File: config.mk
export PLATFORM = sky130hd
export DESIGN_NAME = clk_gate_ctrl
export DESIGN_NICKNAME = d
export VERILOG_FILES = /design/src/rtl/clk_gate_ctrl.sv
export SDC_FILE = /design/constraint.sdc
export NUM_CORES = 1
export LEC_CHECK = 0
export CELL_PAD_IN_SITES_DETAIL_PLACEMENT = 0
export CELL_PAD_IN_SITES_GLOBAL_PLACEMENT = 2
export CORE_MARGIN = 2
export CORE_UTILIZATION = 27
export DETAILED_ROUTE_END_ITERATION = 16
export GPL_TIMING_DRIVEN = 1
export PLACE_DENSITY = 0.78
export SLEW_MARGIN = 15
export SYNTH_ARGS = -nofsm -noshare
export SYNTH_HDL_FRONTEND = slang
export SYNTH_SLANG_ARGS = --single-unit
File: constraint.sdc
create_clock -name clk_in -period 2.15 [get_ports clk_in]
set_input_delay 0.3225 -clock clk_in [delete_from_list [all_inputs] [get_ports clk_in]]
set_output_delay 0.3225 -clock clk_in [all_outputs]
set_load 0.005 [all_outputs]
File: src/rtl/clk_gate_ctrl.sv
// -----------------------------------------------------------------------------
// clk_gate_ctrl
//
// Enable-side controller for a glitch-less clock gate cell. Runs on the
// free-running clock and produces the registered enable for one clk_gate
// instance. The downstream clock is gated after a programmable run of
// consecutive idle cycles. It is restored by activity or by a 4-phase wake
// request/acknowledge handshake. A hard clk_disable forces the clock off and
// overrides every wake source.
//
// Parameters
//   CNT_W     width of the idle counter and of idle_thresh
//   WAKE_LAT  cycles clk_en is held high in WAKE before the clock is
//             considered stable (minimum 1)
//
// Ports
//   clk_in       in   free-running clock (ungated side of the gate)
//   rst_in       in   synchronous, active-high reset
//   idle_thresh  in   consecutive idle cycles before gating; 0 = never gate
//   busy         in   downstream activity, high = clock needed
//   wake_req     in   4-phase wake request (level, held until wake_ack)
//   clk_disable  in   hard force-off
//   clk_en       out  registered enable to clk_gate.clk_en
//   wake_ack     out  4-phase acknowledge: clock running and stable
//   gated        out  high while the clock is gated (state OFF)
//
// State table
//   state   | meaning
//   ST_ON   | clock running; idle cycles are counted toward gating
//   ST_OFF  | clock gated; waits for a wake source without clk_disable
//   ST_WAKE | clock re-enabled; waits WAKE_LAT cycles for it to settle
// -----------------------------------------------------------------------------
module clk_gate_ctrl #(
  parameter int CNT_W    = 8,
  parameter int WAKE_LAT = 2
) (
  input  logic             clk_in,
  input  logic             rst_in,
  input  logic [CNT_W-1:0] idle_thresh,
  input  logic             busy,
  input  logic             wake_req,
  input  logic             clk_disable,
  output logic             clk_en,
  output logic             wake_ack,
  output logic             gated
);

  localparam int WCNT_W = (WAKE_LAT > 1) ? $clog2(WAKE_LAT) : 1;
  localparam logic [WCNT_W-1:0] WAKE_LAST = WCNT_W'(WAKE_LAT - 1);

  typedef enum logic [1:0] {
    ST_ON   = 2'd0,
    ST_OFF  = 2'd1,
    ST_WAKE = 2'd2
  } state_t;

  state_t            state_q, state_d;
  logic [CNT_W-1:0]  idle_cnt_q, idle_cnt_d;
  logic [WCNT_W-1:0] wake_cnt_q, wake_cnt_d;
  logic              clk_en_q, clk_en_d;
  logic              wake_ack_q, wake_ack_d;
  logic              gated_q, gated_d;

  logic              idle;
  logic              wake_src;
  logic              thresh_hit;

  // An outstanding acknowledge counts as activity so the clock can never be
  // gated underneath an initiator that still believes it is running.
  assign idle     = !busy && !wake_req && !wake_ack_q;
  assign wake_src = (busy || wake_req) && !clk_disable;

  // Compared against the live threshold every cycle, so reprogramming takes
  // effect immediately.
  assign thresh_hit = (idle_cnt_q == (idle_thresh - CNT_W'(1)));

  always_comb begin
    state_d    = state_q;
    idle_cnt_d = '0;
    wake_cnt_d = wake_cnt_q;

    case (state_q)
      ST_ON: begin
        if (clk_disable) begin
          state_d = ST_OFF;
        end else if (idle && (idle_thresh != '0)) begin
          if (thresh_hit) begin
            state_d = ST_OFF;
          end else if (idle_cnt_q != '1) begin
            idle_cnt_d = idle_cnt_q + CNT_W'(1);
          end else begin
            idle_cnt_d = idle_cnt_q;
          end
        end
      end

      ST_OFF: begin
        if (wake_src) begin
          state_d    = ST_WAKE;
          wake_cnt_d = '0;
        end
      end

      ST_WAKE: begin
        // Dropping busy/wake_req here does not abort the wake; only a hard
        // disable does.
        if (clk_disable) begin
          state_d = ST_OFF;
        end else if (wake_cnt_q == WAKE_LAST) begin
          state_d = ST_ON;
        end else begin
          wake_cnt_d = wake_cnt_q + WCNT_W'(1);
        end
      end

      default: begin
        state_d = ST_ON;
      end
    endcase
  end

  always_comb begin
    wake_ack_d = wake_ack_q;
    if (clk_disable) begin
      wake_ack_d = 1'b0;
    end else if ((state_q == ST_ON) && wake_req) begin
      // Also re-acks a request raised before the previous ack was seen low.
      wake_ack_d = 1'b1;
    end else if (!wake_req) begin
      wake_ack_d = 1'b0;
    end
  end

  // Outputs are registered from the next state so clk_en tracks the state
  // register exactly, with no input-to-output combinational path.
  always_comb begin
    clk_en_d = (state_d != ST_OFF);
    gated_d  = (state_d == ST_OFF);
  end

  always_ff @(posedge clk_in) begin
    if (rst_in) begin
      state_q    <= ST_ON;
      idle_cnt_q <= '0;
      wake_cnt_q <= '0;
      clk_en_q   <= 1'b1;
      wake_ack_q <= 1'b0;
      gated_q    <= 1'b0;
    end else begin
      state_q    <= state_d;
      idle_cnt_q <= idle_cnt_d;
      wake_cnt_q <= wake_cnt_d;
      clk_en_q   <= clk_en_d;
      wake_ack_q <= wake_ack_d;
      gated_q    <= gated_d;
    end
  end

  assign clk_en   = clk_en_q;
  assign wake_ack = wake_ack_q;
  assign gated    = gated_q;

endmodule

==> Word level (Yosys, flattened, before mapping) <==
Index checks and enable logic that the tools add are counted.
{ "classes": {"div_mod_pow": 0, "n_lt_le_gt_ge": 0, "n_bitwise": 2, "n_mux": 13, "reduce_logical": 16, "add_sub_neg": 3, "eq_ne": 9, "shifts": 0, "multipliers": 0} }
{ "op_table": {"columns": ["cell", "n"], "rows": [
  ["two-way mux 2 bit", 6],
  ["adder 8 x 1 -> 8 bit, second input constant", 1],
  ["equality test 8 bit", 1],
  ["!= test 8 bit, second input constant", 1],
  ["nonzero test 8 bit", 1],
  ["subtractor 8 x 1 -> 8 bit, second input constant", 1],
  ["case mux 2 bit (3 select lines)", 1],
  ["logical AND 1 bit", 5],
  ["two-way mux 1 bit", 5],
  ["OR reduction 5 bit", 1],
  ["equality test 2 x 1 -> 1 bit, second input constant", 2],
  ["logical NOT 1 bit", 4],
  ["!= test 2 x 1 -> 1 bit, second input constant", 2],
  ["!= test 2 bit, second input constant", 2],
  ["AND reduction 3 bit", 1],
  ["equality test 2 bit, second input constant", 1],
  ["logical NOT 2 bit", 1],
  ["NOT 1 bit", 2],
  ["case mux 1 bit (2 select lines)", 1],
  ["nonzero test 2 bit", 1],
  ["OR reduction 2 bit", 1],
  ["adder 1 bit, second input constant", 1],
  ["logical OR 1 bit", 1]
]} }
{ "totals": {"ramBits": 0, "memories": 0, "latch_bits": 0, "inputBits": 13, "output_inout_bits": 3, "register_bits": 14, "mem_bits_ro": 0} }

==> Depth between registers and ports, before layout <==
Gate-level depths: netlist of run 1.
{ "logic_depth": {"word_depth": 8, "ltp_mapped": 8} }

==> Worst setup path after synthesis of run 1 <==
No wires, ideal clock.
{ "synth_path": {"path_kind": "input -> register", "start": "input port idle_thresh[3]", "end": "register clk_en_q, in the netlist clk_en", "setup_ns": 0.137, "arrival_ns": 1.945, "path_stages": 6, "t_required_ns": 2.013, "slack_ns": 0.068, "cell_sequence": "or4_4 or3_4 a2111oi_4 o21a_1 buf_6 a22oi_1"} }
{ "synth_via": {"elab_chain_len": 7, "elab_cells_between_ends": 9, "cone_classes": "1 x add/sub; 2 x eq/ne; 4 x mux; 2 x reduce/logical"} }
{ "synth_lines": {"columns": ["item", "line", "text"], "rows": [
  ["start: declaration", "39", "input logic [CNT_W-1:0] idle_thresh,"],
  ["subtractor 8 x 1 -> 8 bit", "75", "assign thresh_hit = (idle_cnt_q == (idle_thresh - CNT_W'(1)));"],
  ["equality test 8 bit", "75", null],
  ["two-way mux 2 bit", "87", "if (thresh_hit) begin"],
  ["two-way mux 2 bit *", "86", "end else if (idle && (idle_thresh != '0)) begin"],
  ["two-way mux 2 bit *", "84", "if (clk_disable) begin"],
  ["case mux 2 bit (3 select lines) *", "82", "case (state_q)"],
  ["!= test 2 x 1 -> 1 bit *", "137", "clk_en_d = (state_d != ST_OFF);"],
  ["end signal: assignment", "153", "clk_en_q <= clk_en_d;"],
  ["end: declaration", "60", "logic clk_en_q, clk_en_d;"]
]} }
Mark *: on every way between the ends. The rest lies on a longest branch, timed or not.
A chain may end at the register's enable or synchronous reset.

==> Worst setup path in the final report of run 1 <==
{ "layout_path": {"start": "input port idle_thresh[5]", "end": "register idle_cnt_q[6]"} }
{ "layout_via": {"elab_chain_len": 4, "elab_cells_between_ends": 6, "cone_classes": "1 x add/sub; 1 x eq/ne; 1 x bitwise; 3 x reduce/logical"} }
{ "layout_lines": {"columns": ["item", "line", "text"], "rows": [
  ["parallel branches: the longest is 3 deep, another holds subtractor 8 x 1 -> 8 bit", null, null],
  ["OR reduction 5 bit (no line) *", null, null],
  ["end signal: assignment", "151", "idle_cnt_q <= idle_cnt_d;"],
  ["end: declaration", "58", "logic [CNT_W-1:0] idle_cnt_q, idle_cnt_d;"]
]} }
Every way passes the cells marked *.

==> results.md, run 1 <==
- Count of unique library cells instantiated by Yosys: 38
- Via-to-Cell Ratio: 4.92
- Most common cell after layout, fill and taps aside: buf_4
- Top_reg_cell synth: dfxtp_1
- Arr. time, crit path: between 2 and 2.5 ns
- Sw Ratio: 0.273
- Layout fillers: 343
- Most frequent cells in the layout: buf_4 (18), dfxtp_1 (14), a21oi_1 (10), nor2_1 (10)
- Logic gate share of total power: 0.221
- Cell Area, Synth: around 940 um2
- Placer Congestion: 0.792
- WS Path Type: primary input to register
- Routed length per instance: 12.8 um
- First-pass GRT wire length: approximately 4500 um
- Clock power share: 0.286
- Root buf cell: clkbuf_4
- Final Net Count: roughly 170
- IO Port Bufs: 15
- GR Overflow Total: 0
- Fin crit period: about 2.1 ns
- Clk buf depth: 2
- Maximum number of pins on one net before global-route repair: 9
- Pwr Density: 402 nW/um2
- I/O pins: 16
- Post-synth EDFFs: 0
- Worst Setup End Kind: register
- DIE WIDTH: 62.9 um
- # DRC: 0
- Die H: ~63 um
- Initial core utilization: 0.281
- Actual slew at the worst max-slew pin: ~0.40 ns
- Relative slew margins: 0.729
- Int Power: 397 uW
- Via Count: between 900 and 1000
- Flop pwr share: 0.493
- Crit-path max FO: 3
- Pwr Total: 546 uW
- Setup Viol. Count Final: 0
- Initial antenna violation count: 0
- Mapped Cells: between 100 and 150
- CP required: approximately 2.3 ns
- Post-Route Setup TNS: 0 ns
- Max Slew Vio Count: 0
- CTS tree: yes
- FP Rows: 21
- Number of global-route vias before repair: around 950
- Fin crit share: 0.964
- First drt pass iteration count: 4
- P_sw: roughly 150 uW
- Status: finished, final reports clean
- Core area: about 3300 um2
- Hold Crit Class: register to register
- # diodes: 0
- Total of max-cap violations: 0
- Clock sinks: 14
- Yosys reg bits: 14
- Die area: a little under 4000 um2
- Async S/R FF share, synth: 0
- Final-report hold violation count: 0
- Clk Latency, worst-skew pair: 0.29 ns
- CTS Buf Count: 3
- Sequential area share after synthesis: 0.299
- H-tree Lvls: 1
- Clk_skew: 0.00518 ns
- First-iteration detailed-routing DRC count: between 40 and 50
- DRT antenna net count: 0
- Worst IR drop on VDD: approximately 0.19 mV
- Clock transition at the registers of the reported paths: about 0.090 ns
- RSZ-0062 raised after global routing: false
- Hold_buf cts: 0
- Warnings from Yosys: 0
- P_leak: roughly 0.54 nW
- Gr usage total: 0.143
- Final WL: 2500 um
- DP HPWL: around 1900 um
- Mapped Nets: between 100 and 150
- Startpoint Class: primary input
- Layout cells sized above 1: 0.260
- Syn Area/Cell: between 8 and 9 um2
- FMAX: 483 MHz
- Syn-to-layout area delta: 44.7%
[timing repair]
action | CTS | global route
gates resized for setup | 13 | 6
hold endpoints to repair | 0 | 0
gates cloned | 1 | 0
pin swaps | 5 | 5
setup endpoints to repair | 11 | 11
setup buffers | 1 | 0
[per-stage QoR]
step	instance area [um2]	hold WS [ns]	worst slack (ns)	util	instances
after floorplan	937	0.395	0.0684	-	114
after global placement	1260	0.485	-0.466	0.378	191
after detailed placement	1260	0.509	-0.523	0.378	191
after CTS	1340	0.521	0.00216	0.401	196
after global routing	1360	0.579	0.0117	0.406	196
final	1360	0.519	0.0784	0.406	196
[cell usage after synthesis (2+ instances only)]
master,instances,area share
a211oi_1,2,0.016
a21oi_1,14,0.075
a22o_1,2,0.019
a22oi_1,2,0.016
and2_1,3,0.020
and3_1,2,0.013
dfxtp_1,14,0.30
ha_1,2,0.027
inv_1,6,0.024
mux2_2,3,0.036
nand2_1,9,0.036
nand2b_1,2,0.013
nand3_1,3,0.016
nand4_1,2,0.013
nor2_1,10,0.040
nor3_1,4,0.021
o211ai_1,3,0.024
o21ai_0,4,0.021
xnor2_1,7,0.065
xor2_1,2,0.019
[metal layers]
layer | vias to the layer above | wire length (um) | global-route usage | share of wire
met5 | - | 0 | 0 | 0
met4 | 0 | 24 | 0.0417 | 0.0096
met3 | 2 | 103 | 0.0342 | 0.041
met2 | 17 | 1180 | 0.238 | 0.47
met1 | 447 | 1200 | 0.183 | 0.48
li1 | 498 | - | - | -
[cells by family (layout without fill, tap and decap cells)]
kind of cell | count (synthesis) | count (layout) | share of synthesized area
AO/OA/AOI/OAI | 34 | 35 | 0.252
buffers and inverters | 7 | 42 | 0.0360
adder cells (fa/ha/maj) | 2 | 2 | 0.0267
AND/OR/NAND/NOR | 45 | 45 | 0.266
flip-flops | 14 | 14 | 0.299
multiplexers | 3 | 3 | 0.0360
XOR/XNOR | 9 | 9 | 0.0841
[registers in the layout (all words and copies together) (netlist names)]
signal      flops
clk_en          1
wake_ack        1
gated           1
wake_cnt_q      1
idle_cnt_q      8
state_q         2
[power groups by stage]
stage               Sequential (mW)  Clock [mW]  Combinational (mW)
floorplan                     0.275           0              0.0506
global placement              0.275           0               0.114
detailed placement            0.275           0               0.116
CTS                           0.269       0.156               0.121
global route                  0.270       0.169               0.134
finish                        0.269       0.156               0.121
[area by class of cell]
type	instances	area, um2	share of cell area
multi-input combinational	94	682	0.503
timing repair buffer	33	292	0.215
tap	46	57.6	0.0424
clock buffer	3	22.5	0.0166
sequential	14	280	0.207
inverter	6	22.5	0.0166
[final timing paths]
path                                     start       endpoint  slack (ns)  cells after the start
worst max-delay path            idle_thresh[5]  idle_cnt_q[6]        0.08                      7
worst min-delay path                state_q[1]     wake_cnt_q        0.52                      2
worst max register to register   idle_cnt_q[7]  idle_cnt_q[6]        0.43                      6
worst min register to register      state_q[1]     wake_cnt_q        0.52                      2
[critical path, stage by stage]
cell and delay [ns]:
dlygate4sd2_1 0.24, or4_4 0.51, or3_4 0.39, a2111oi_4 0.44
buf_4 0.18, buf_4 0.10, a21oi_1 0.06
(Power assumes the default switching activity.)
==> inputs of run 2 (changes only) <==
- SLEW_MARGIN: 15 -> 20
==> results of run 2 <==
Same layout as run 1: the final DEF is identical, and so are final timing and power.
==> inputs of run 3 (changes only) <==
--- a/config.mk
+++ b/config.mk
@@ -14,3 +14,3 @@
 export PLACE_DENSITY = 0.78
-export SLEW_MARGIN = 20
+export SLEW_MARGIN = 5
 export SYNTH_ARGS = -nofsm -noshare
==> constraint.sdc (replaced) <==
create_clock -name clk_in -period 2.15 [get_ports clk_in]
set_input_delay 0.43 -clock clk_in [delete_from_list [all_inputs] [get_ports clk_in]]
set_output_delay 0.43 -clock clk_in [all_outputs]
set_load 0.005 [all_outputs]
==> run 3 against run 2 <==
Against the previous run: total power increased by 5.3%; setup slack got worse by 0.023 ns; global-route usage decreased by 1.4 points; sequential share of layout area increased by 0.77 points.
==> results.md, run 3 (synthesized netlist as in run 1, its figures left out) <==
- Status: finished, final reports clean
- Layout fillers: 352 (+2.6%)
- First-pass GRT wire length: 4110 um (-8.6%)
- Clock power share: 0.335 (+0.049)
- R2R Path End: idle_cnt_q[2]
- Initial antenna violation count: 0 (unchanged)
- Arr. time, crit path: 2.27 ns (+0.03 ns)
- CP required: 2.32 ns (about the same)
- Reg2reg start: idle_cnt_q[7]
- Worst Hold End: wake_cnt_q
- Logic gate share of total power: 0.197 (-0.024)
- Post-Route Setup TNS: 0 ns (unchanged)
- GR Overflow Total: 0 (unchanged)
- Final core occ: 0.392 (-0.0146)
- Clk_skew: 0.00175 ns (-0.00343 ns)
- DP HPWL: 1870 um (-0.30%)
- Actual slew at the worst max-slew pin: 0.376 ns (-0.0271 ns)
- Max Slew Vio Count: 0 (unchanged)
- DIE WIDTH: 62.9 um (unchanged)
- Reg2Reg Depth: 5 (-1)
- Largest register by flop count: idle_cnt_q
- Die area: 3960 um2 (unchanged)
- Final Non-Filler Cells: 193 (-1.5%)
- Final WL: 2380 um (-5.0%)
- Clock transition at the registers of the reported paths: 0.09 ns (about the same)
- Setup Viol. Count Final: 0 (unchanged)
- CTS Buf Count: 3 (unchanged)
- Final Net Count: 163 (-2.4%)
- Fin crit share: 0.974 (+0.0105)
- Initial core utilization: 0.281 (unchanged)
- Core area: 3340 um2 (unchanged)
- Worst IR drop on VDD: 0.182 mV (-3.9%)
- Root buf cell: clkbuf_4
- FP Rows: 21 (unchanged)
- Max reg flops: 8 (unchanged)
- Pwr Density: 439 nW/um2 (+9.2%)
- Startpoint Class: primary input
- First drt pass iteration count: 4 (unchanged)
- Routed length per instance: 12.3 um (-3.5%)
- # diodes: 0 (unchanged)
- Clk Latency, worst-skew pair: 0.28 ns (about the same)
- Die H: 62.9 um (unchanged)
- I/O pins: 16 (unchanged)
- Post-Place Cell Area: 1240 um2 (-1.8%)
- Dpl cells: 188 (-1.6%)
- FF-to-FF setup slack: 0.43 ns (about the same)
- Int Power: 430 uW (+8.3%)
- Clock sinks: 14 (unchanged)
- CTS tree: yes
- Placer Congestion: 0.795 (+0.42%)
- WS Path Type: primary input to register
- Via-to-Cell Ratio: 4.95 (+0.71%)
- Relative slew margins: 0.748 (+0.0181)
- Sw Ratio: 0.252 (-0.0209)
- Final-report hold violation count: 0 (unchanged)
- DRT antenna net count: 0 (unchanged)
- Syn-to-layout area delta: 39.5%
- Hold Crit Class: register to register
- Number of global-route vias before repair: 894 (-6.0%)
- IO Port Bufs: 15 (unchanged)
- RSZ-0062 raised after global routing: false
- Crit-path max FO: 4 (+1)
- HP Start: state_q[1]
- Layout cells sized above 1: 0.211 (-0.0491)
- FMAX: 478 MHz (-1.1%)
- P_leak: 0.497 nW (-8.1%)
- H-tree Lvls: 1 (unchanged)
- Most frequent cells in the layout: a21oi_1 (14), dfxtp_1 (14), buf_4 (14)
- Total of max-cap violations: 0 (unchanged)
- Gr usage total: 0.130 (-0.0137)
- Largest regs: idle_cnt_q (8), state_q (2)
- First-iteration detailed-routing DRC count: 45 (+4.7%)
- Pwr Total: 575 uW (+5.3%)
- Maximum number of pins on one net before global-route repair: 9 (unchanged)
- # DRC: 0 (unchanged)
- Via Count: 956 (-0.83%)
- Clk buf depth: 2 (unchanged)
- Flop pwr share: 0.468 (-0.025)
- WHS Path Cells: 2 (unchanged)
- Fin crit period: 2.09 ns (+0.0225 ns)
- P_sw: 145 uW (-2.8%)
- Worst Setup End Kind: register
- Fin area: 1310 um2 (-3.6%)
==> run 3: cell count changes in the layout (fill, tap and decap cells not counted), sizes merged <==
cell           delta
buf               -4
clkbuf            +1
clkdlybuf4s15     +3
dlygate4sd2       +1
dlymetal6s2s      -4
==> run 3: how the worst max path moves through the flow <==
stage	start	end	slack (ns)	cells after the start
2_1_floorplan	idle_thresh[3]	clk_en	0.01	6
3_3_place_gp	idle_thresh[3]	clk_en	-0.51	6
3_5_place_dp	idle_thresh[0]	idle_cnt_q[5]	-0.60	8
4_1_cts	idle_thresh[3]	idle_cnt_q[2]	0.009	6
5_1_grt	idle_thresh[3]	idle_cnt_q[2]	0.02	6
6_report	idle_thresh[3]	idle_cnt_q[2]	0.06	6
==> run 3: repair_timing <==
| action | in CTS | in global routing |
|---|---|---|
| hold buffers | 0 | 0 |
| setup endpoints to repair | 11 | 9 |
| pin swaps | 6 | 1 |
| gates cloned | 1 | 0 |
| resized for setup | 16 | 0 |
| buffers inserted | 0 | 0 |
==> run 3: metal layers <==
| metal | part of all wire | wire length (um) | vias to the layer above | track usage |
|---|---|---|---|---|
| met2 | 0.44 | 1040 | 27 | 0.205 |
| met5 | 0 | 0 | - | 0 |
| met4 | 0.011 | 25 | 0 | 0.0361 |
| met1 | 0.49 | 1170 | 436 | 0.174 |
| li1 | - | - | 491 | - |
| met3 | 0.061 | 145 | 2 | 0.0324 |
==> run 3: area by class of cell <==
cell class	count	area [um2]	area share
Multi-Input combinational cell	94	661	0.505
Sequential cell	14	280	0.214
Clock buffer	4	36.3	0.0278
Tap cell	46	57.6	0.0440
Inverter	6	22.5	0.0172
Timing Repair Buffer	29	250	0.191
==> run 3: through the flow <==
step	hold WS (ns)	worst slack, ns
final	0.506	0.0559
after global routing	0.549	0.0172
after CTS	0.508	0.00949
after detailed placement	0.494	-0.597
after global placement	0.485	-0.509
after floorplan	0.465	0.0147
==> run 3: power groups by stage <==
| stage | sequential (mW) | combinational, mW | clock [mW] |
|---|---|---|---|
| finish | 0.269 | 0.113 | 0.192 |
| detailed placement | 0.275 | 0.113 | 0 |
| global placement | 0.275 | 0.112 | 0 |
| floorplan | 0.275 | 0.0505 | 0 |
| global route | 0.270 | 0.125 | 0.216 |
| CTS | 0.269 | 0.114 | 0.200 |
==> run 3: worst max-delay path: stages <==
cell,delay (ns)
clkdlybuf4s15_1,0.18
or4_4,0.54
or3_4,0.41
a2111oi_4,0.40
o21a_2,0.25
a21oi_1,0.07
==> RTL edit, RTL diff (settings of run 3) <==
The 3 states of `state_t` get a one-hot encoding in 3 bits.
--- a/src/rtl/clk_gate_ctrl.sv
+++ b/src/rtl/clk_gate_ctrl.sv
@@ -48,10 +48,10 @@
   localparam int WCNT_W = (WAKE_LAT > 1) ? $clog2(WAKE_LAT) : 1;
   localparam logic [WCNT_W-1:0] WAKE_LAST = WCNT_W'(WAKE_LAT - 1);
 
-  typedef enum logic [1:0] {
-    ST_ON   = 2'd0,
-    ST_OFF  = 2'd1,
-    ST_WAKE = 2'd2
+  typedef enum logic [2:0] {
+    ST_ON   = 3'b001,
+    ST_OFF  = 3'b010,
+    ST_WAKE = 3'b100
   } state_t;
 
   state_t            state_q, state_d;
Function: same outputs for any inputs over 10 cycles, from zero or initial values and one cycle with rst_in high; not proved beyond that.
==> RTL edit against run 3 <==
Sequential cell count is 1 higher. Largest power group unchanged. Cell area is 12% higher. Count of clock-buffer cells in the layout did not move. Setup slack better by 0.0083 ns. Maximum frequency is 0.40% higher. Hold slack worse by 0.039 ns. Largest cell class unchanged. Critical path type unchanged. Sequential power grew 11%. Total power increased by 15%. Synthesized area increased by 9.2%. Cell count is 6.2% higher. Highest routed layer unchanged. Via count is 8.5% higher. Wire length increased by 4.0%.
==> RTL edit: results (changes against run 3) <==
stage	metric	value	unit	change
run_status	status	complete, no violations		
critical_path	worst_r2r_path_depth	6		+1
drt	drtPass1Iterations	4		unchanged
hold_path	hold_path.class	reg -> reg		
cts	numCtsBuffers	3		unchanged
critical_path	reg2reg_slack	0.29	ns	-0.14 ns
critical_path	startpoint	idle_thresh[6]		
final_layout	reg.largest.list	idle_cnt_q (8), state_q (3)		
timing	setup_tns	0	ns	unchanged
drt	drt_iter0_markers	47		+4.4%
cts	clockRootBuffer	clkbuf_8		
grt	grt_use_met2	19.01	%	-1.5 points
cts	cts_buffer_depth	2		unchanged
grt	grt_first_pass_wirelength	4.098	mm	-0.17%
grt	grt_usage	12.23	%	-0.74 points
critical_path	crit_path_end	idle_cnt_q[6]		
power_and_ir_drop	peakVddDrop	0.0003939	V	+120%
place	gp_congestion	0.7483		-5.9%
yosys	synth_cell_type_count	41		+7.9%
critical_path	r2r-end	idle_cnt_q[6]		
cts	h-tree-depth	1		unchanged
grt	met3_usage	2.740	%	-0.50 points
critical_path	max_stage_delay	0.50	ns	-0.04 ns
drt	routed_wirelength	2.474	mm	+4.0%
yosys	synth_top_cells_by_count	15 x dfxtp_1, 12 x nor2_1, 10 x nor3_1		
timing	finalClockSkew	0.002368	ns	+0.0006167 ns
final_layout	drive_gt1_share	23.57	%	+2.5 points
place	dp_cells	198		+5.3%
critical_path	slowest_stage	or3b_2		
timing	setup_slack	0.06416	ns	+0.008270 ns
cts	path_clk_slew	0.06	ns	-0.03 ns
grt	grt_pass1_vias	929		+3.9%
grt	grt_start_max_net_pins	10		+1
yosys	synthesis.nets	140		+8.5%
final_layout	fin_nets	173		+6.1%
yosys	synth_area_leaders	dfxtp_1 29%, xor2_1 5.1%, nor3_1 4.9%		
timing	tightest_slew	0.3347	ns	-0.04161 ns
critical_path	timing.rr.start	idle_cnt_q[5]		
place	dp_slack	-0.4330	ns	+0.1644 ns
yosys	synth_area_per_cell	8.188	um^2	-0.40%
place	place_area	1331	um^2	+7.5%
place	dpl.hpwl	1.897	mm	+1.5%
power_and_ir_drop	leakage	0.5540	nW	+11%
final_layout	fillCellCount	368		+4.5%
cts	worstSkewPairLatency	0.24	ns	-0.04 ns
drt	vias	1037		+8.5%
critical_path	crit_fanout	8		+4
grt	gr-usage-met1	17.05	%	-0.36 points
drt	routedWlPerCell	12.07	um	-2.1%
critical_path	crit_arrival	2.21	ns	-0.06 ns
yosys	synth-seq-area-share	29.34	%	-0.57 points
[RTL edit: area by class of cell]
type	count	area [um^2]	area share, %
Clock buffer	4	45.04	3.074
Inverter	5	18.77	1.281
Multi-Input combinational cell	102	755.7	51.58
Sequential cell	15	300.3	20.50
Tap cell	48	60.06	4.099
Timing Repair Buffer	31	285.3	19.47
[RTL edit: how the worst min path moves through the flow]
stage                  start  endpoint  slack [ns]  cells after the start
CTS                 wake_ack  wake_ack        0.47                      2
global placement    wake_ack  wake_ack        0.45                      2
finish              wake_ack  wake_ack        0.47                      2
detailed placement  wake_ack  wake_ack        0.46                      2
global route        wake_ack  wake_ack        0.48                      2
floorplan           wake_ack  wake_ack        0.45                      2
[RTL edit: power breakdown]
part | total (mW) | internal, mW | switching (mW) | leakage [nW]
registers | 0.299 | 0.289 | 0.0105 | 0.122
logic | 0.141 | 0.0768 | 0.0640 | 0.409
clock network | 0.220 | 0.131 | 0.0892 | 0.0228
[RTL edit: kinds of logic (layout without fill, tap and decap cells)]
group                      count (synthesis)  after routing  synth area share, %
and+or+nand+nor                           61             61                36.67
DFF                                       15             15                29.34
muxes                                      1              1               0.9780
buffers and inverters                      8             40                3.056
xor gates and xnor gates                  11             11                9.413
AOI/OAI and AO/OA                         27             27                18.09
adders and majority gates                  2              2                2.445
[RTL edit: metal layers]
layer	vias up	share of wire [%]
li1	525	-
met5	-	0
met3	2	4.0
met1	494	50
met4	0	0.81
met2	16	45
[RTL edit: what timing repair did]
item / in CTS / in global routing
pin swaps: 13 / 8
resized for setup: 11 / 12
setup endpoints to repair: 12 / 12
buffers inserted: 3 / 4
[RTL edit: worst register-to-register path, stage by stage (launching register included)]
cell and delay, ns:
dfxtp_1 0.45, or3b_2 0.50, nor4_4 0.20, nor3b_4 0.11
a211oi_4 0.28, buf_12 0.16, nor4_2 0.05
